--- config.mk ---
export PLATFORM = sky130hd
export DESIGN_NAME = sqrt_iter_hs_flat
export DESIGN_NICKNAME = d
export VERILOG_FILES = /design/src/rtl/sqrt_iter_hs_if.sv /design/src/rtl/sqrt_iter_hs.sv /design/src/flat_wrapper.sv
export SDC_FILE = /design/constraint.sdc
export NUM_CORES = 1
export LEC_CHECK = 0
export ABC_AREA = 1
export CORE_MARGIN = 2
export CORE_UTILIZATION = 40
export CTS_CLUSTER_DIAMETER = 150
export DETAILED_ROUTE_END_ITERATION = 12
export GPL_ROUTABILITY_DRIVEN = 0
export GPL_TIMING_DRIVEN = 0
export PLACE_DENSITY = 0.67
export SYNTH_ARGS = -nofsm -noshare
export SYNTH_HDL_FRONTEND = slang
export SYNTH_SLANG_ARGS = --single-unit
--- constraint.sdc ---
create_clock -name clk -period 3.7 [get_ports clk]
set_clock_uncertainty 0.05 [all_clocks]
set_input_delay 0.74 -clock clk [delete_from_list [all_inputs] [get_ports clk]]
set_output_delay 0.74 -clock clk [all_outputs]
set_load 0.005 [all_outputs]
--- src/rtl/sqrt_iter_hs_if.sv ---
// Operand/result handshake bundle for sqrt_iter_hs.
// master drives operands and result-ready; slave is the square-root unit.
interface sqrt_iter_hs_if #(
  parameter int MW = 10,
  parameter int EW = 7
);
  logic          in_valid;
  logic          in_ready;
  logic          in_sign;
  logic [EW-1:0] in_exp;
  logic [MW-1:0] in_mant;
  logic          in_is_nan;
  logic          in_is_pinf;
  logic          in_is_ninf;

  logic          out_valid;
  logic          out_ready;
  logic          out_sign;
  logic [EW-1:0] out_exp;
  logic [MW-1:0] out_mant;
  logic          out_is_nan;
  logic          out_is_pinf;
  logic          out_is_ninf;

  modport master (
    output in_valid, in_sign, in_exp, in_mant,
    output in_is_nan, in_is_pinf, in_is_ninf,
    output out_ready,
    input  in_ready,
    input  out_valid, out_sign, out_exp, out_mant,
    input  out_is_nan, out_is_pinf, out_is_ninf
  );

  modport slave (
    input  in_valid, in_sign, in_exp, in_mant,
    input  in_is_nan, in_is_pinf, in_is_ninf,
    input  out_ready,
    output in_ready,
    output out_valid, out_sign, out_exp, out_mant,
    output out_is_nan, out_is_pinf, out_is_ninf
  );
endinterface

--- src/rtl/sqrt_iter_hs.sv ---
// Iterative radix-2 restoring square root (one root bit per cycle) with valid/ready on both sides.
// Optional round-to-nearest-even is enabled by defining SQRT_ROUND_EN; otherwise results truncate.
module sqrt_iter_hs #(
  parameter int MW       = 10,
  parameter int EW       = 7,
  parameter int EXP_ZERO = -15,
  parameter int EXP_SPEC = 16
) (
  input  logic          clk,
  input  logic          rst,
  sqrt_iter_hs_if.slave io,
  output logic          busy
);

  localparam int RW  = MW + 2;
  localparam int RMW = MW + 4;
  localparam int DW  = 2 * RW;
  localparam int CW  = $clog2(RW + 1);

  localparam logic [1:0] IDLE = 2'd0;
  localparam logic [1:0] CALC = 2'd1;
  localparam logic [1:0] DONE = 2'd2;

  localparam logic [EW-1:0] EXP_ZERO_C = EW'(EXP_ZERO);
  localparam logic [EW-1:0] EXP_SPEC_C = EW'(EXP_SPEC);
  localparam logic [CW-1:0] CNT_INIT   = CW'(RW);
  localparam logic [CW-1:0] CNT_ONE    = CW'(1);
  localparam logic [MW-1:0] MANT_ZERO  = {MW{1'b0}};
  localparam logic [MW-1:0] NAN_MANT   = {1'b1, {(MW-1){1'b0}}};

`ifdef SQRT_ROUND_EN
  // Returns {carry, fraction}; carry flags the all-ones fraction wrapping to zero.
  function automatic logic [MW:0] round_rne(input logic [MW-1:0] frac,
                                            input logic          guard,
                                            input logic          sticky);
    logic up;
    up = guard & (sticky | frac[0]);
    return {up & (&frac), frac + MW'(up)};
  endfunction
`endif

  logic [1:0]     state_q, state_d;
  logic [CW-1:0]  cnt_q, cnt_d;
  logic [DW-1:0]  rad_q, rad_d;
  logic [RMW-1:0] rem_q, rem_d;
  logic [RW-1:0]  root_q, root_d;
  logic [EW-1:0]  exp_q, exp_d;

  logic           out_valid_q, out_valid_d;
  logic           out_sign_q, out_sign_d;
  logic [EW-1:0]  out_exp_q, out_exp_d;
  logic [MW-1:0]  out_mant_q, out_mant_d;
  logic           out_nan_q, out_nan_d;
  logic           out_pinf_q, out_pinf_d;

  logic           in_ready_s;
  logic           accept_s;
  logic           is_zero_s;
  logic           is_nan_s;
  logic           is_special_s;
  logic [EW-1:0]  exp_half_s;
  logic [RW-1:0]  sig_s;

  logic [RMW+1:0] trial_s;
  logic [RMW+1:0] sub_s;
  logic           ge_s;
  logic [RMW-1:0] rem_nxt_s;
  logic [RW-1:0]  root_nxt_s;
  logic [MW-1:0]  frac_s;
  logic [MW-1:0]  res_mant_s;
  logic [EW-1:0]  res_exp_s;

  assign in_ready_s = (state_q == IDLE) && !rst;
  assign accept_s   = io.in_valid && in_ready_s;

  // Operand classification: negative non-zero operands have no real root.
  assign is_zero_s    = (io.in_exp == EXP_ZERO_C) && (io.in_mant == MANT_ZERO);
  assign is_nan_s     = io.in_is_nan | io.in_is_ninf | (io.in_sign & ~is_zero_s);
  assign is_special_s = is_nan_s | io.in_is_pinf | is_zero_s;

  // Odd exponents fold one factor of two into the significand so the halved exponent is exact.
  assign exp_half_s = $signed(io.in_exp) >>> 1;
  assign sig_s      = io.in_exp[0] ? {1'b1, io.in_mant, 1'b0} : {2'b01, io.in_mant};

  // One restoring step: bring down two radicand bits, try subtracting {root, 01}.
  assign trial_s    = {rem_q, rad_q[DW-1 -: 2]};
  assign sub_s      = {2'b00, root_q, 2'b01};
  assign ge_s       = (trial_s >= sub_s);
  assign rem_nxt_s  = ge_s ? (trial_s[RMW-1:0] - sub_s[RMW-1:0]) : trial_s[RMW-1:0];
  assign root_nxt_s = {root_q[RW-2:0], ge_s};
  assign frac_s     = root_nxt_s[MW:1];

`ifdef SQRT_ROUND_EN
  logic [MW:0] rounded_s;
  assign rounded_s  = round_rne(frac_s, root_nxt_s[0], |rem_nxt_s);
  assign res_mant_s = rounded_s[MW-1:0];
  assign res_exp_s  = exp_q + EW'(rounded_s[MW]);
`else
  assign res_mant_s = frac_s;
  assign res_exp_s  = exp_q;
`endif

  // Next-state and result-capture logic for the IDLE/CALC/DONE controller.
  always_comb begin
    state_d     = state_q;
    cnt_d       = cnt_q;
    rad_d       = rad_q;
    rem_d       = rem_q;
    root_d      = root_q;
    exp_d       = exp_q;
    out_valid_d = out_valid_q;
    out_sign_d  = out_sign_q;
    out_exp_d   = out_exp_q;
    out_mant_d  = out_mant_q;
    out_nan_d   = out_nan_q;
    out_pinf_d  = out_pinf_q;

    case (state_q)
      IDLE: begin
        if (accept_s) begin
          if (is_special_s) begin
            state_d     = DONE;
            out_valid_d = 1'b1;
            if (is_nan_s) begin
              out_sign_d = 1'b1;
              out_exp_d  = EXP_SPEC_C;
              out_mant_d = NAN_MANT;
              out_nan_d  = 1'b1;
              out_pinf_d = 1'b0;
            end else if (io.in_is_pinf) begin
              out_sign_d = 1'b0;
              out_exp_d  = EXP_SPEC_C;
              out_mant_d = MANT_ZERO;
              out_nan_d  = 1'b0;
              out_pinf_d = 1'b1;
            end else begin
              out_sign_d = io.in_sign;
              out_exp_d  = EXP_ZERO_C;
              out_mant_d = MANT_ZERO;
              out_nan_d  = 1'b0;
              out_pinf_d = 1'b0;
            end
          end else begin
            state_d = CALC;
            cnt_d   = CNT_INIT;
            rad_d   = {sig_s, {RW{1'b0}}};
            rem_d   = {RMW{1'b0}};
            root_d  = {RW{1'b0}};
            exp_d   = exp_half_s;
          end
        end else begin
          state_d = IDLE;
        end
      end

      CALC: begin
        rad_d  = {rad_q[DW-3:0], 2'b00};
        rem_d  = rem_nxt_s;
        root_d = root_nxt_s;
        if (cnt_q == CNT_ONE) begin
          state_d     = DONE;
          cnt_d       = {CW{1'b0}};
          out_valid_d = 1'b1;
          out_sign_d  = 1'b0;
          out_exp_d   = res_exp_s;
          out_mant_d  = res_mant_s;
          out_nan_d   = 1'b0;
          out_pinf_d  = 1'b0;
        end else begin
          cnt_d = cnt_q - CNT_ONE;
        end
      end

      DONE: begin
        if (io.out_ready) begin
          state_d     = IDLE;
          out_valid_d = 1'b0;
        end else begin
          state_d = DONE;
        end
      end

      default: begin
        state_d     = IDLE;
        out_valid_d = 1'b0;
      end
    endcase
  end

  // State, datapath and output registers; reset aborts any operation in flight.
  always_ff @(posedge clk) begin
    if (rst) begin
      state_q     <= IDLE;
      cnt_q       <= {CW{1'b0}};
      rad_q       <= {DW{1'b0}};
      rem_q       <= {RMW{1'b0}};
      root_q      <= {RW{1'b0}};
      exp_q       <= {EW{1'b0}};
      out_valid_q <= 1'b0;
      out_sign_q  <= 1'b0;
      out_exp_q   <= {EW{1'b0}};
      out_mant_q  <= MANT_ZERO;
      out_nan_q   <= 1'b0;
      out_pinf_q  <= 1'b0;
    end else begin
      state_q     <= state_d;
      cnt_q       <= cnt_d;
      rad_q       <= rad_d;
      rem_q       <= rem_d;
      root_q      <= root_d;
      exp_q       <= exp_d;
      out_valid_q <= out_valid_d;
      out_sign_q  <= out_sign_d;
      out_exp_q   <= out_exp_d;
      out_mant_q  <= out_mant_d;
      out_nan_q   <= out_nan_d;
      out_pinf_q  <= out_pinf_d;
    end
  end

  assign io.in_ready    = in_ready_s;
  assign io.out_valid   = out_valid_q;
  assign io.out_sign    = out_sign_q;
  assign io.out_exp     = out_exp_q;
  assign io.out_mant    = out_mant_q;
  assign io.out_is_nan  = out_nan_q;
  assign io.out_is_pinf = out_pinf_q;
  assign io.out_is_ninf = 1'b0;
  assign busy           = (state_q != IDLE);

endmodule

--- src/flat_wrapper.sv ---
// flat-port wrapper written by rule: the top's interface ports become plain ports
module sqrt_iter_hs_flat 
#(
  parameter int MW       = 10,
  parameter int EW       = 7,
  parameter int EXP_ZERO = -15,
  parameter int EXP_SPEC = 16
)
  (clk, rst, busy, io_in_valid, io_in_sign, io_in_exp, io_in_mant, io_in_is_nan, io_in_is_pinf, io_in_is_ninf, io_out_ready, io_in_ready, io_out_valid, io_out_sign, io_out_exp, io_out_mant, io_out_is_nan, io_out_is_pinf, io_out_is_ninf);
  sqrt_iter_hs_if #(.MW(MW), .EW(EW)) io_i ();
  input  logic clk;
  input  logic rst;
  output logic busy;
  input wire logic [$bits(io_i.in_valid)-1:0] io_in_valid;
  input wire logic [$bits(io_i.in_sign)-1:0] io_in_sign;
  input wire logic [$bits(io_i.in_exp)-1:0] io_in_exp;
  input wire logic [$bits(io_i.in_mant)-1:0] io_in_mant;
  input wire logic [$bits(io_i.in_is_nan)-1:0] io_in_is_nan;
  input wire logic [$bits(io_i.in_is_pinf)-1:0] io_in_is_pinf;
  input wire logic [$bits(io_i.in_is_ninf)-1:0] io_in_is_ninf;
  input wire logic [$bits(io_i.out_ready)-1:0] io_out_ready;
  output wire logic [$bits(io_i.in_ready)-1:0] io_in_ready;
  output wire logic [$bits(io_i.out_valid)-1:0] io_out_valid;
  output wire logic [$bits(io_i.out_sign)-1:0] io_out_sign;
  output wire logic [$bits(io_i.out_exp)-1:0] io_out_exp;
  output wire logic [$bits(io_i.out_mant)-1:0] io_out_mant;
  output wire logic [$bits(io_i.out_is_nan)-1:0] io_out_is_nan;
  output wire logic [$bits(io_i.out_is_pinf)-1:0] io_out_is_pinf;
  output wire logic [$bits(io_i.out_is_ninf)-1:0] io_out_is_ninf;
  assign io_i.in_valid = io_in_valid;
  assign io_i.in_sign = io_in_sign;
  assign io_i.in_exp = io_in_exp;
  assign io_i.in_mant = io_in_mant;
  assign io_i.in_is_nan = io_in_is_nan;
  assign io_i.in_is_pinf = io_in_is_pinf;
  assign io_i.in_is_ninf = io_in_is_ninf;
  assign io_i.out_ready = io_out_ready;
  assign io_in_ready = io_i.in_ready;
  assign io_out_valid = io_i.out_valid;
  assign io_out_sign = io_i.out_sign;
  assign io_out_exp = io_i.out_exp;
  assign io_out_mant = io_i.out_mant;
  assign io_out_is_nan = io_i.out_is_nan;
  assign io_out_is_pinf = io_i.out_is_pinf;
  assign io_out_is_ninf = io_i.out_is_ninf;
  sqrt_iter_hs #(.MW(MW), .EW(EW), .EXP_ZERO(EXP_ZERO), .EXP_SPEC(EXP_SPEC)) u_core (.clk(clk), .rst(rst), .io(io_i), .busy(busy));
endmodule
==> results of run 1 <==
## worst max-delay path by stage
stage,from,end,slack [ns],cells after the start
after CTS,rst,io_in_ready,1.03,3
after global placement,rst,io_in_ready,1.04,3
after floorplan,io_in_mant[7],u_core.io.out_exp[0],1.80,10
final,rst,io_in_ready,1.04,3
after detailed placement,rst,io_in_ready,1.04,3
after global routing,rst,io_in_ready,0.99,3
## power by group
part	leakage, nW	internal (W)	switching, W
clock	0.0996	0.000348	0.000284
combinational	1.45	0.0000907	0.000108
sequential	0.566	0.000766	0.00000732
## final cells by class
cell class | instances | area, um2
fill | 1046 | 4920
multi-input combinational | 437 | 2210
sequential | 70 | 1400
timing repair buffer | 47 | 470
inverter | 75 | 282
buffer | 24 | 169
tap | 133 | 166
clock buffer | 13 | 159
clock inverter | 3 | 42.5
## state kept, by name, indices dropped and copies added, names as in the netlist, 2 cells and up
| signal | cells |
|---|---|
| u_core.exp_q | 6 |
| u_core.root_q | 12 |
| u_core.io.out_exp | 6 |
| u_core.state_q | 2 |
| u_core.io.out_mant | 10 |
| u_core.rad_q | 12 |
| u_core.cnt_q | 4 |
| u_core.rem_q | 14 |
## cell usage in the layout, fill, tap and decap left out, drive strengths merged
master         Yosys  final
clkbuf             8     21
dfxtp             70     70
a21oi             67     67
o21ai             26     26
or2                2      2
nor2              86     86
nand2            158    158
buf               16     16
clkinv             0      1
o22ai              8      8
nor4               1      1
nand3b            12     12
conb               1      1
bufinv             0      1
xnor2              3      3
inv               75     75
nor3               4      4
clkdlybuf4s50      0     47
o21a               1      1
xor2               4      4
nand3             38     38
a31oi              1      1
clkinvlp           0      1
o211ai             1      1
ha                16     16
o21bai             1      1
nand4              7      7
## stage by stage
step	hold slack, ns	utilization [%]	area (um2)	setup WS [ns]	std cells
2_1_floorplan	0.389	-	4060	1.80	606
3_3_place_gp	0.396	47.9	4700	1.04	786
3_5_place_dp	0.402	47.9	4700	1.04	786
4_1_cts	0.413	49.9	4900	1.03	802
5_1_grt	0.430	49.9	4900	0.986	802
6_report	0.413	49.9	4900	1.04	802
## worst reg2reg max path, delay by kind of cell (launching register included)
family                     cells  cell delay (ns)
and+or+nand+nor                5             0.54
buffers and inverters          3             0.40
DFF                            1             0.38
adders and majority gates      1             0.36
AOI/OAI and AO/OA              2             0.31
## metal layers
| layer | wire length, um | vias up | GRT usage [%] |
|---|---|---|---|
| li1 | - | 2053 | - |
| met1 | 4760 | 1831 | 25.3 |
| met2 | 4770 | 105 | 33.5 |
| met3 | 455 | 23 | 3.87 |
| met4 | 229 | 0 | 7.14 |
| met5 | 0 | - | 0 |
## cells by family (layout without fill, tap and decap cells)
kind of cell,count (synthesis),after routing,share of synthesized area [%]
AO/OA/AOI/OAI,105,105,13.8
flip-flops,70,70,34.5
buffers and inverters,99,162,11.1
adder cells (fa/ha/maj),16,16,4.93
XOR/XNOR,7,7,1.51
other,1,1,0.0923
AND/OR/NAND/NOR,308,308,34.1
==> impl_results.rst, run 1 <==
.. list-table::
   :header-rows: 1

   * - Metric
     - Value
   * - Antenna fix cells
     - 0
   * - Worst min-delay path endpoint
     - u_core.io.out_valid
   * - # setup viols final
     - 0
   * - Vias in the first global route
     - just over 4000
   * - Total global routing overflow
     - 0
   * - Synth cell types
     - 38
   * - Number of nets in the synthesized netlist
     - 647
   * - Worst min-delay path startpoint
     - u_core.io.out_valid
   * - Largest net degree at the start of global routing
     - 12
   * - Setup repair after global routing missed its margin
     - no
   * - Max clock buf depth
     - 2
   * - Type of element launching the critical path
     - input pin
   * - Cell type contributing the most total cell area after synthesis
     - sky130_fd_sc_hd__dfxtp_1
   * - Drt pass-1 iters
     - 5
   * - Depth of the worst register-to-register path
     - 11
   * - Cell with the most instances after synthesis
     - sky130_fd_sc_hd__nand2_1
   * - Total power divided by cell area
     - roughly 330 mW/mm2
   * - Sequential cell area fraction in the yosys report
     - 34.5%
   * - List of cells traversed by the critical path
     - clkdlybuf4s50_1 -> nor2_4 -> clkdlybuf4s50_1
   * - Mapped Area
     - 0.00406 mm2
   * - Tot Pwr
     - roughly 0.0016 W
   * - Hold-fix buffers at CTS
     - 0
   * - Vertical die dimension
     - 105 um
   * - Cell count after synthesis
     - around 610
   * - CP required
     - approximately 2.9 ns
   * - Result of the run
     - completed
   * - Critical Path Max Stage Delay
     - slightly above 0.5 ns
   * - Count of clock tree sinks
     - 70
   * - Worst reg2reg startpoint
     - u_core.root_q[8]
   * - Tightest slew margin relative to the limit
     - 63.5%
   * - TritonCTS clock tree
     - yes
   * - Post-cts repair resize count
     - 0
   * - Post CTS Setup Buffer Count
     - 0
   * - DR vias/cell
     - 5.00
   * - Summed negative setup slack over all endpoints
     - 0 ns
   * - Top flip-flop cell by instance count after synthesis
     - sky130_fd_sc_hd__dfxtp_1
   * - Worst-Skew Late Latency
     - 0.34 ns
   * - Number of synthesized flops with an enable pin
     - 0
   * - First-pass GRT wire length
     - approximately 18 mm
   * - Minimum clock period after layout
     - between 2 and 3 ns
   * - CP Max Fanout
     - 3
   * - Die boundary width
     - about 100 um
   * - Deepest level of the CTS H-tree
     - 3
   * - Ports placed on the boundary
     - 49
   * - Average instance area after synthesis
     - approximately 6.7 um2
   * - Initial antenna violation count
     - 0
   * - Max Clk Rate
     - between 300 and 400 MHz
   * - RR Endpoint
     - u_core.rem_q[8]
   * - Final routed wire length divided by cell count
     - approximately 13 um
   * - Setup Crit Path Kind
     - input pin to primary output
   * - Share of the synthesized area in the top cell type
     - 34.5%
   * - Area growth syn-to-layout
     - 20.6%
   * - Starting density of the core
     - about two fifths
   * - Remaining DRCs
     - 0
   * - Worst Hold Path Cells
     - 2
   * - Crit path max-delay cell type
     - sky130_fd_sc_hd__clkdlybuf4s50_1
   * - Worst voltage drop across the vdd grid
     - 174 uV
   * - Count of yosys warnings during synthesis
     - 0
   * - First-iteration detailed-routing DRC count
     - between 150 and 200
   * - Post-DRT Antenna Nets
     - 0
   * - Number of port buffers
     - 47
   * - Gate family responsible for the most delay along the worst path
     - buffers and inverters
   * - Final clock period utilization by the worst path
     - 72.0%
   * - Clock Root Buffer
     - sky130_fd_sc_hd__clkbuf_8
   * - Share of flip-flops with an asynchronous set or reset
     - 0%
   * - HPWL after detailed placement
     - between 7 and 8 mm
   * - Area of the die
     - 0.0110 mm2
   * - Final layout net count
     - about 700
   * - Leak
     - around 2.1 nW
   * - Top cells by count, synth
     - sky130_fd_sc_hd__nand2_1 (151), sky130_fd_sc_hd__nor2_1 (77), sky130_fd_sc_hd__inv_1 (71)
   * - Total track usage
     - about 20%
   * - Core area
     - a little under 0.01 mm2
   * - Worst setup EP type
     - primary output
   * - Yosys reg bits
     - 70
   * - Maximum Capacitance Violations
     - 0
   * - Transition at the pin with the smallest max-transition slack
     - between 0.5 and 0.6 ns
   * - Tightest Hold Check Type
     - register to register
   * - Most Frequent Cell on Critical Path
     - sky130_fd_sc_hd__clkdlybuf4s50_1
   * - Number of buffers added by the clock tree synthesis step
     - 9
   * - Number of cell rows
     - 36
   * - Number of hold violations in the final report
     - 0
   * - Via count
     - 4012
   * - Arrival time at the worst endpoint
     - 1.87 ns
   * - Wire length after detailed routing
     - between 10 and 15 mm
   * - Buf/Inv on CP
     - 2
   * - Final slew viol count
     - 0
   * - Most area-consuming cells after synthesis
     - sky130_fd_sc_hd__dfxtp_1 (34%), sky130_fd_sc_hd__nand2_1 (14%), sky130_fd_sc_hd__a21oi_1 (8.1%), sky130_fd_sc_hd__nor2_1 (7.1%), sky130_fd_sc_hd__inv_1 (6.6%)
   * - Fraction of layout cells with a size suffix above 1
     - under 10%
   * - Worst reg-to-reg setup slack
     - ~1.5 ns
   * - Clock input transition at the sequential cells of the worst setup and hold paths
     - 0.07 ns
Power figures use the tool's default switching activity.
==> inputs of run 2 (changes only) <==
- PLACE_DENSITY: 0.67 -> 0.7
- clock period: 3.7 -> 2.33 ns (I/O delays scaled with it)
==> run 2 against run 1 <==
Net effect:
- hold slack got worse by 0.0032 ns
- die area unchanged
- setup slack got worse by 0.87 ns
- combinational power increased by 59%
- critical path depth increased by 7
- sequential cell count unchanged
- count of clock-buffer cells in the layout decreased by 3
- via count decreased by 0.52%
- global-route usage decreased by 0.76 points
- critical endpoint is now u_core.rem_q[9]
- largest cell class unchanged
- largest power group unchanged
==> impl_results.rst, run 2 (synthesized netlist as in run 1, its figures left out) <==
.. list-table::
   :header-rows: 1

   * - Metric
     - Value
   * - Worst setup EP type
     - register (was primary output)
   * - Vias in the first global route
     - 3819 (was 4044)
   * - Commonest non-fill, non-tap cell in the layout
     - sky130_fd_sc_hd__nand2_1 (unchanged)
   * - Number of buffers added by the clock tree synthesis step
     - 9 (unchanged)
   * - HPWL after detailed placement
     - 7.87 mm (was 7.94 mm)
   * - Worst setup path endpoint
     - u_core.rem_q[9] (was io_in_ready)
   * - Total of fill cells in the finished design
     - 1027 (was 1046)
   * - Top reg by flops
     - u_core.rem_q (unchanged)
   * - Total global routing overflow
     - 0 (unchanged)
   * - First-iteration detailed-routing DRC count
     - 200 (was 181)
   * - Vertical die dimension
     - 105 um (unchanged)
   * - Largest net degree at the start of global routing
     - 13 (was 12)
   * - Commonest cells after routing, fill and taps aside
     - sky130_fd_sc_hd__nand2_1 (151), sky130_fd_sc_hd__nor2_1 (77), sky130_fd_sc_hd__inv_1 (71), sky130_fd_sc_hd__dfxtp_1 (70), sky130_fd_sc_hd__a21oi_1 (66) (unchanged)
   * - Clock Root Buffer
     - sky130_fd_sc_hd__clkbuf_8 (unchanged)
   * - Post-DRT Antenna Nets
     - 0 (unchanged)
   * - Final routed wire length divided by cell count
     - 12.7 um (about the same)
   * - Depth of the worst register-to-register path
     - 10 (was 11)
   * - Worst reg2reg startpoint
     - u_core.root_q[8] (unchanged)
   * - Summed negative setup slack over all endpoints
     - 0 ns (unchanged)
   * - Count of clock tree sinks
     - 70 (unchanged)
   * - Number of cell rows
     - 36 (unchanged)
   * - Core area
     - 0.00982 mm2 (unchanged)
   * - Wire length after detailed routing
     - 10.2 mm (about the same)
   * - Result of the run
     - completed (unchanged)
   * - Area occupied by registers
     - 0.00140 mm2 (unchanged)
   * - Post CTS Setup Buffer Count
     - 0 (unchanged)
   * - Deepest level of the CTS H-tree
     - 3 (unchanged)
   * - Fraction of layout cells with a size suffix above 1
     - 8.52% (was 8.37%)
   * - Setup Crit Path Kind
     - register to register (was input pin to primary output)
   * - Final slew viol count
     - 0 (unchanged)
   * - Minimum clock period after layout
     - roughly 2.2 ns
   * - Worst-Skew Late Latency
     - 0.34 ns (about the same)
   * - Dpl ws
     - -0.0886 ns (was 1.04 ns)
   * - Final clock period utilization by the worst path
     - between 90 and 100%
   * - Maximum Capacitance Violations
     - 0 (unchanged)
   * - Setup repair after global routing missed its margin
     - no (unchanged)
   * - Remaining DRCs
     - 0 (unchanged)
   * - Area of the die
     - 0.0110 mm2 (unchanged)
   * - Total track usage
     - 19.1% (was 19.9%)
   * - Transition at the pin with the smallest max-transition slack
     - 0.560 ns (was 0.547 ns)
   * - Clock input transition at the sequential cells of the worst setup and hold paths
     - 0.07 ns (about the same)
   * - Total power divided by cell area
     - 530 mW/mm2 (was 327 mW/mm2)
   * - Area growth syn-to-layout
     - 21.0% (was 20.6%)
   * - # setup viols final
     - 0 (unchanged)
   * - Leak
     - 2.12 nW (was 2.11 nW)
   * - First-pass GRT wire length
     - 17.2 mm (was 18.2 mm)
   * - Max clock buf depth
     - 2 (unchanged)
   * - RR Endpoint
     - u_core.rem_q[9] (was u_core.rem_q[8])
   * - Post-cts repair resize count
     - 0 (unchanged)
   * - Utilization after layout
     - 50.1% (was 49.9%)
   * - Type of element launching the critical path
     - register (was input pin)
   * - CP required
     - 2.48 ns (was 2.91 ns)
   * - Number of port buffers
     - 47 (unchanged)
   * - Hold-fix buffers at CTS
     - 0 (unchanged)
   * - Worst Setup SP
     - u_core.root_q[8] (was rst)
   * - DR vias/cell
     - 4.98 (was 5.00)
   * - Tightest slew margin relative to the limit
     - 62.6% (was 63.5%)
   * - Total area of multi-input combinational cells
     - 0.00221 mm2 (unchanged)
   * - Crit path setup slack, layout
     - 0.171 ns (was 1.04 ns)
   * - Number of flip-flops under the largest register name
     - 14 (unchanged)
   * - Initial antenna violation count
     - 0 (unchanged)
   * - Arrival time at the worst endpoint
     - 2.31 ns (was 1.87 ns)
   * - Worst voltage drop across the vdd grid
     - 342 uV (was 174 uV)
   * - Number of standard cells in the final layout excluding fillers
     - 802 (unchanged)
   * - Inst Count DP
     - 786 (unchanged)
   * - Worst reg-to-reg setup slack
     - 0.17 ns (was 1.54 ns)
   * - TritonCTS clock tree
     - yes (unchanged)
   * - Final layout net count
     - 705 (unchanged)
   * - Drt pass-1 iters
     - 5 (unchanged)
   * - Die boundary width
     - 105 um (unchanged)
   * - Tot Pwr
     - 0.00261 W (was 0.00160 W)
   * - Ports placed on the boundary
     - 49 (unchanged)
   * - Tightest Hold Check Type
     - register to register (unchanged)
   * - Max Clk Rate
     - 463 MHz
   * - Starting density of the core
     - 41.4% (unchanged)
   * - Worst Hold Path Cells
     - 2 (unchanged)
   * - CP Max Fanout
     - 10 (was 3)
   * - Number of hold violations in the final report
     - 0 (unchanged)
   * - Biggest registers after layout
     - u_core.rem_q: 14 flops, u_core.rad_q: 12 flops, u_core.root_q: 12 flops (unchanged)
   * - Antenna fix cells
     - 0 (unchanged)
   * - Via count
     - 3991 (was 4012)
## run 2: cell types whose count changed in the layout (fill, tap and decap cells not counted)
cell / delta
sky130_fd_sc_hd__clkbuf_4: +1
sky130_fd_sc_hd__buf_2: -1
sky130_fd_sc_hd__clkbuf_8: -2
sky130_fd_sc_hd__clkbuf_1: -1
sky130_fd_sc_hd__clkinv_4: +1
sky130_fd_sc_hd__bufinv_16: +1
sky130_fd_sc_hd__clkinv_2: +1
## run 2: where the power goes
| group | switching (W) | internal, W | total, W |
|---|---|---|---|
| sequential | 0.0000133 | 0.00122 | 0.00123 |
| clock | 0.000459 | 0.000601 | 0.00106 |
| combinational | 0.000172 | 0.000144 | 0.000316 |
## run 2: metal layers
| metal | up-vias | global-route usage [%] | part of all wire, % |
|---|---|---|---|
| li1 | 2051 | - | - |
| met1 | 1829 | 23.2 | 45 |
| met2 | 101 | 33.8 | 49 |
| met3 | 10 | 2.99 | 4.4 |
| met4 | 0 | 7.52 | 1.5 |
| met5 | - | 0 | 0 |
## run 2: final cells by class
type,instances,share of cell area (%)
Multi-Input combinational cell,437,45.0
Sequential cell,70,28.5
Timing Repair Buffer,47,9.57
Inverter,75,5.73
Buffer,24,3.49
Tap cell,133,3.38
Clock buffer,10,2.60
Clock inverter,6,1.76
## run 2: worst min path at each step
stage	from	endpoint	slack [ns]
after detailed placement	u_core.io.out_valid	u_core.io.out_valid	0.40
after global routing	u_core.rad_q[19]	u_core.rad_q[19]	0.43
final	u_core.io.out_exp[2]	u_core.io.out_exp[2]	0.41
after global placement	u_core.root_q[1]	u_core.root_q[1]	0.40
after floorplan	u_core.root_q[1]	u_core.root_q[1]	0.39
after CTS	u_core.io.out_exp[2]	u_core.io.out_exp[2]	0.41
## run 2: critical path, cell delays in order, from the launching register on
cell and delay (ns):
sky130_fd_sc_hd__dfxtp_1 0.39, sky130_fd_sc_hd__inv_1 0.06, sky130_fd_sc_hd__ha_1 0.38, sky130_fd_sc_hd__nand2_1 0.15, sky130_fd_sc_hd__nor4_4 0.31, sky130_fd_sc_hd__nand2_2 0.15, sky130_fd_sc_hd__nand2_4 0.14, sky130_fd_sc_hd__buf_6 0.15
sky130_fd_sc_hd__nand3_1 0.10, sky130_fd_sc_hd__nand3_1 0.08, sky130_fd_sc_hd__a21oi_1 0.06
## run 2: stage by stage
step | instance area, um2 | hold slack, ns
2_1_floorplan | 4060 | 0.389
3_3_place_gp | 4700 | 0.397
3_5_place_dp | 4700 | 0.399
4_1_cts | 4910 | 0.412
5_1_grt | 4920 | 0.432
6_report | 4920 | 0.410
==> inputs of run 3 (changes only) <==
- PLACE_DENSITY: 0.7 -> 0.67
- clock period: 2.33 -> 2.2 ns (I/O delays scaled with it)
==> run 3 against run 2 <==
Net effect:
- critical path depth up 2
- routed wire length rose by 1.1%
- highest routed layer unchanged
- sequential cell count unchanged
- die area is the same
==> impl_results.rst, run 3 (synthesized netlist as in run 1, its figures left out) <==
.. list-table::
   :header-rows: 1

   * - Metric
     - Value
   * - Result of the run
     - completed (unchanged)
   * - Transition at the pin with the smallest max-transition slack
     - 0.553 ns (was 0.560 ns)
   * - Vertical die dimension
     - 105 um (unchanged)
   * - Crit path max-delay cell type
     - sky130_fd_sc_hd__ha_1 (was sky130_fd_sc_hd__dfxtp_1)
   * - Most Frequent Cell on Critical Path
     - sky130_fd_sc_hd__nand3_1 (unchanged)
   * - Remaining DRCs
     - 0 (unchanged)
   * - Tightest Hold Check Type
     - register to register (unchanged)
   * - Worst setup EP type
     - register (unchanged)
   * - Commonest non-fill, non-tap cell in the layout
     - sky130_fd_sc_hd__nand2_1 (unchanged)
   * - Deepest level of the CTS H-tree
     - 3 (unchanged)
   * - Maximum Capacitance Violations
     - 0 (unchanged)
   * - Worst Setup SP
     - u_core.root_q[2] (was u_core.root_q[8])
   * - Worst reg2reg startpoint
     - u_core.root_q[2] (was u_core.root_q[8])
   * - Number of buffers added by the clock tree synthesis step
     - 9 (unchanged)
   * - Top reg by flops
     - u_core.rem_q (unchanged)
   * - TritonCTS clock tree
     - yes (unchanged)
   * - Number of hold violations in the final report
     - 0 (unchanged)
   * - Starting density of the core
     - 41.4% (unchanged)
   * - Initial antenna violation count
     - 0 (unchanged)
   * - Area growth syn-to-layout
     - 23.2% (was 21.0%)
   * - Largest net degree at the start of global routing
     - 12 (was 13)
   * - Worst Hold Path Cells
     - 2 (unchanged)
   * - Wire length after detailed routing
     - 10.3 mm (was 10.2 mm)
   * - Post-route cell area
     - 0.00500 mm2 (was 0.00492 mm2)
   * - Number of cell rows
     - 36 (unchanged)
   * - Drt pass-1 iters
     - 5 (unchanged)
   * - Final clock period utilization by the worst path
     - 94.1% (was 92.7%)
   * - CP required
     - 2.35 ns (was 2.48 ns)
   * - List of cells traversed by the critical path
     - inv_1 -> ha_1 -> nand2_2 -> nor2_4 -> nand4_1 -> nand3_1 -> nand2_4 -> nand2_4 -> buf_6 -> nand3_1 -> nand3_1 -> a21oi_1 (was inv_1 -> ha_1 -> nand2_1 -> nor4_4 -> nand2_2 -> nand2_4 -> buf_6 -> nand3_1 -> nand3_1 -> a21oi_1)
   * - First-iteration detailed-routing DRC count
     - 183 (was 200)
   * - Worst voltage drop across the vdd grid
     - 293 uV (was 342 uV)
   * - Count of clock tree sinks
     - 70 (unchanged)
   * - Standard cell area after detailed placement
     - 0.00470 mm2 (unchanged)
   * - Max Clk Rate
     - 483 MHz (was 463 MHz)
   * - Antenna fix cells
     - 0 (unchanged)
   * - Hold-fix buffers at CTS
     - 0 (unchanged)
   * - CP Max Fanout
     - 10 (unchanged)
   * - Post-DRT Antenna Nets
     - 0 (unchanged)
   * - Proportion of power drawn by combinational gates
     - 12.5% (was 12.1%)
   * - NetSw
     - 0.000673 W (was 0.000644 W)
   * - Clock input transition at the sequential cells of the worst setup and hold paths
     - 0.07 ns (about the same)
   * - Ports placed on the boundary
     - 49 (unchanged)
   * - Total global routing overflow
     - 0 (unchanged)
   * - Biggest registers after layout
     - u_core.rem_q: 14 flops, u_core.rad_q: 12 flops, u_core.root_q: 12 flops (unchanged)
   * - Setup Crit Path Kind
     - register to register (unchanged)
   * - Worst reg-to-reg setup slack
     - 0.13 ns (was 0.17 ns)
   * - Depth of the worst register-to-register path
     - 12 (was 10)
   * - Int Power
     - 0.00203 W (was 0.00196 W)
   * - Final routed wire length divided by cell count
     - 12.9 um (was 12.7 um)
   * - Final layout net count
     - 706 (was 705)
   * - Total power divided by cell area
     - 540 mW/mm2 (was 530 mW/mm2)
   * - DR vias/cell
     - 5.00 (was 4.98)
   * - Max clock buf depth
     - 2 (unchanged)
   * - Dpl ws
     - -0.148 ns (was -0.0886 ns)
   * - Summed negative setup slack over all endpoints
     - 0 ns (unchanged)
   * - Arrival time at the worst endpoint
     - 2.22 ns (was 2.31 ns)
   * - HPWL after detailed placement
     - 7.94 mm (was 7.87 mm)
   * - Minimum clock period after layout
     - 2.07 ns (was 2.16 ns)
   * - # setup viols final
     - 0 (unchanged)
   * - Fraction of layout cells with a size suffix above 1
     - 10.6% (was 8.52%)
   * - Total of fill cells in the finished design
     - 1029 (was 1027)
   * - Total track usage
     - 19.9% (was 19.1%)
   * - Critical Path Max Stage Delay
     - 0.38 ns (was 0.39 ns)
   * - First-pass GRT wire length
     - 18.2 mm (was 17.2 mm)
   * - Commonest cells after routing, fill and taps aside
     - sky130_fd_sc_hd__nand2_1 (149), sky130_fd_sc_hd__nor2_1 (76), sky130_fd_sc_hd__inv_1 (71), sky130_fd_sc_hd__dfxtp_1 (67), sky130_fd_sc_hd__a21oi_1 (65) (was sky130_fd_sc_hd__nand2_1 (151), sky130_fd_sc_hd__nor2_1 (77), sky130_fd_sc_hd__inv_1 (71), sky130_fd_sc_hd__dfxtp_1 (70), sky130_fd_sc_hd__a21oi_1 (66))
   * - Power share of the sequential group
     - 48.2% (was 47.2%)
   * - Final slew viol count
     - 0 (unchanged)
   * - Clock Root Buffer
     - sky130_fd_sc_hd__clkbuf_8 (unchanged)
   * - Hold_ws
     - 0.413 ns (was 0.410 ns)
   * - Worst-Skew Late Latency
     - 0.34 ns (about the same)
   * - Area of the die
     - 0.0110 mm2 (unchanged)
   * - Die boundary width
     - 105 um (unchanged)
   * - Tightest slew margin relative to the limit
     - 63.1% (was 62.6%)
   * - Leak
     - 2.12 nW (about the same)
   * - Worst min-delay path startpoint
     - u_core.io.out_valid (was u_core.io.out_exp[2])
   * - Switching fraction of total power
     - 24.9% (was 24.7%)
   * - Number of flip-flops under the largest register name
     - 14 (unchanged)
   * - Number of port buffers
     - 47 (unchanged)
   * - Vias in the first global route
     - 4044 (was 3819)
   * - Tot Pwr
     - 0.00270 W (was 0.00261 W)
   * - Core area
     - 0.00982 mm2 (unchanged)
   * - Clock power share
     - 39.4% (was 40.7%)
   * - Crit path setup slack, layout
     - 0.131 ns (was 0.171 ns)
   * - Via count
     - 4015 (was 3991)
   * - Type of element launching the critical path
     - register (unchanged)
run 3: cell types whose count changed in the layout (fill, tap and decap cells not counted), moves of 3 or more:
cell / delta
sky130_fd_sc_hd__dfxtp_1: -3
sky130_fd_sc_hd__ha_4: +5
sky130_fd_sc_hd__ha_1: -7
sky130_fd_sc_hd__dfxtp_2: +3
run 3: worst paths after layout:
kind                                       endpoint
worst min register to register  u_core.io.out_valid
worst min-delay path            u_core.io.out_valid
worst max register to register      u_core.rem_q[9]
worst max-delay path                u_core.rem_q[9]
run 3: routing by layer:
metal	wire length [um]	track usage, %
met4	221	7.14
met1	4790	25.3
met3	466	3.87
met2	4850	33.5
met5	0	0
run 3: power groups by stage:
stage | Clock, W | Sequential, W | Combinational [W]
after floorplan | 0 | 0.00133 | 0.000197
after global placement | 0 | 0.00133 | 0.000327
after detailed placement | 0 | 0.00133 | 0.000332
after CTS | 0.00108 | 0.00130 | 0.000334
after global routing | 0.00113 | 0.00130 | 0.000379
final | 0.00106 | 0.00130 | 0.000337
run 3: layout make-up:
class                   instances  area (um2)  area share (%)
multi-input cells             437        2300            46.0
flip-flops and latches         70        1410            28.1
repair buffers                 48         478            9.55
inverters                      75         282            5.62
plain buffers                  24         171            3.42
well taps                     133         166            3.33
clock buffers                  13         159            3.17
clock inverters                 3        42.5           0.850
run 3: worst max-delay path: cells and delay by family (launching register included):
family,cells,cell delay (ns)
adders and majority gates,1,0.38
DFF,1,0.33
AOI/OAI and AO/OA,1,0.07
and+or+nand+nor,8,0.87
buffers and inverters,2,0.22
run 3: per-stage QoR:
| stage | instances | utilization [%] |
|---|---|---|
| 6_report | 803 | 51.0 |
| 5_1_grt | 803 | 51.0 |
| 4_1_cts | 802 | 49.9 |
| 3_5_place_dp | 786 | 47.9 |
| 3_3_place_gp | 786 | 47.9 |
| 2_1_floorplan | 606 | - |
run 3: what timing repair did:
| item | CTS | global route |
|---|---|---|
| endpoints found under the setup margin | 0 | 14 |
| setup buffers | 0 | 1 |
| gates resized for setup | 0 | 19 |
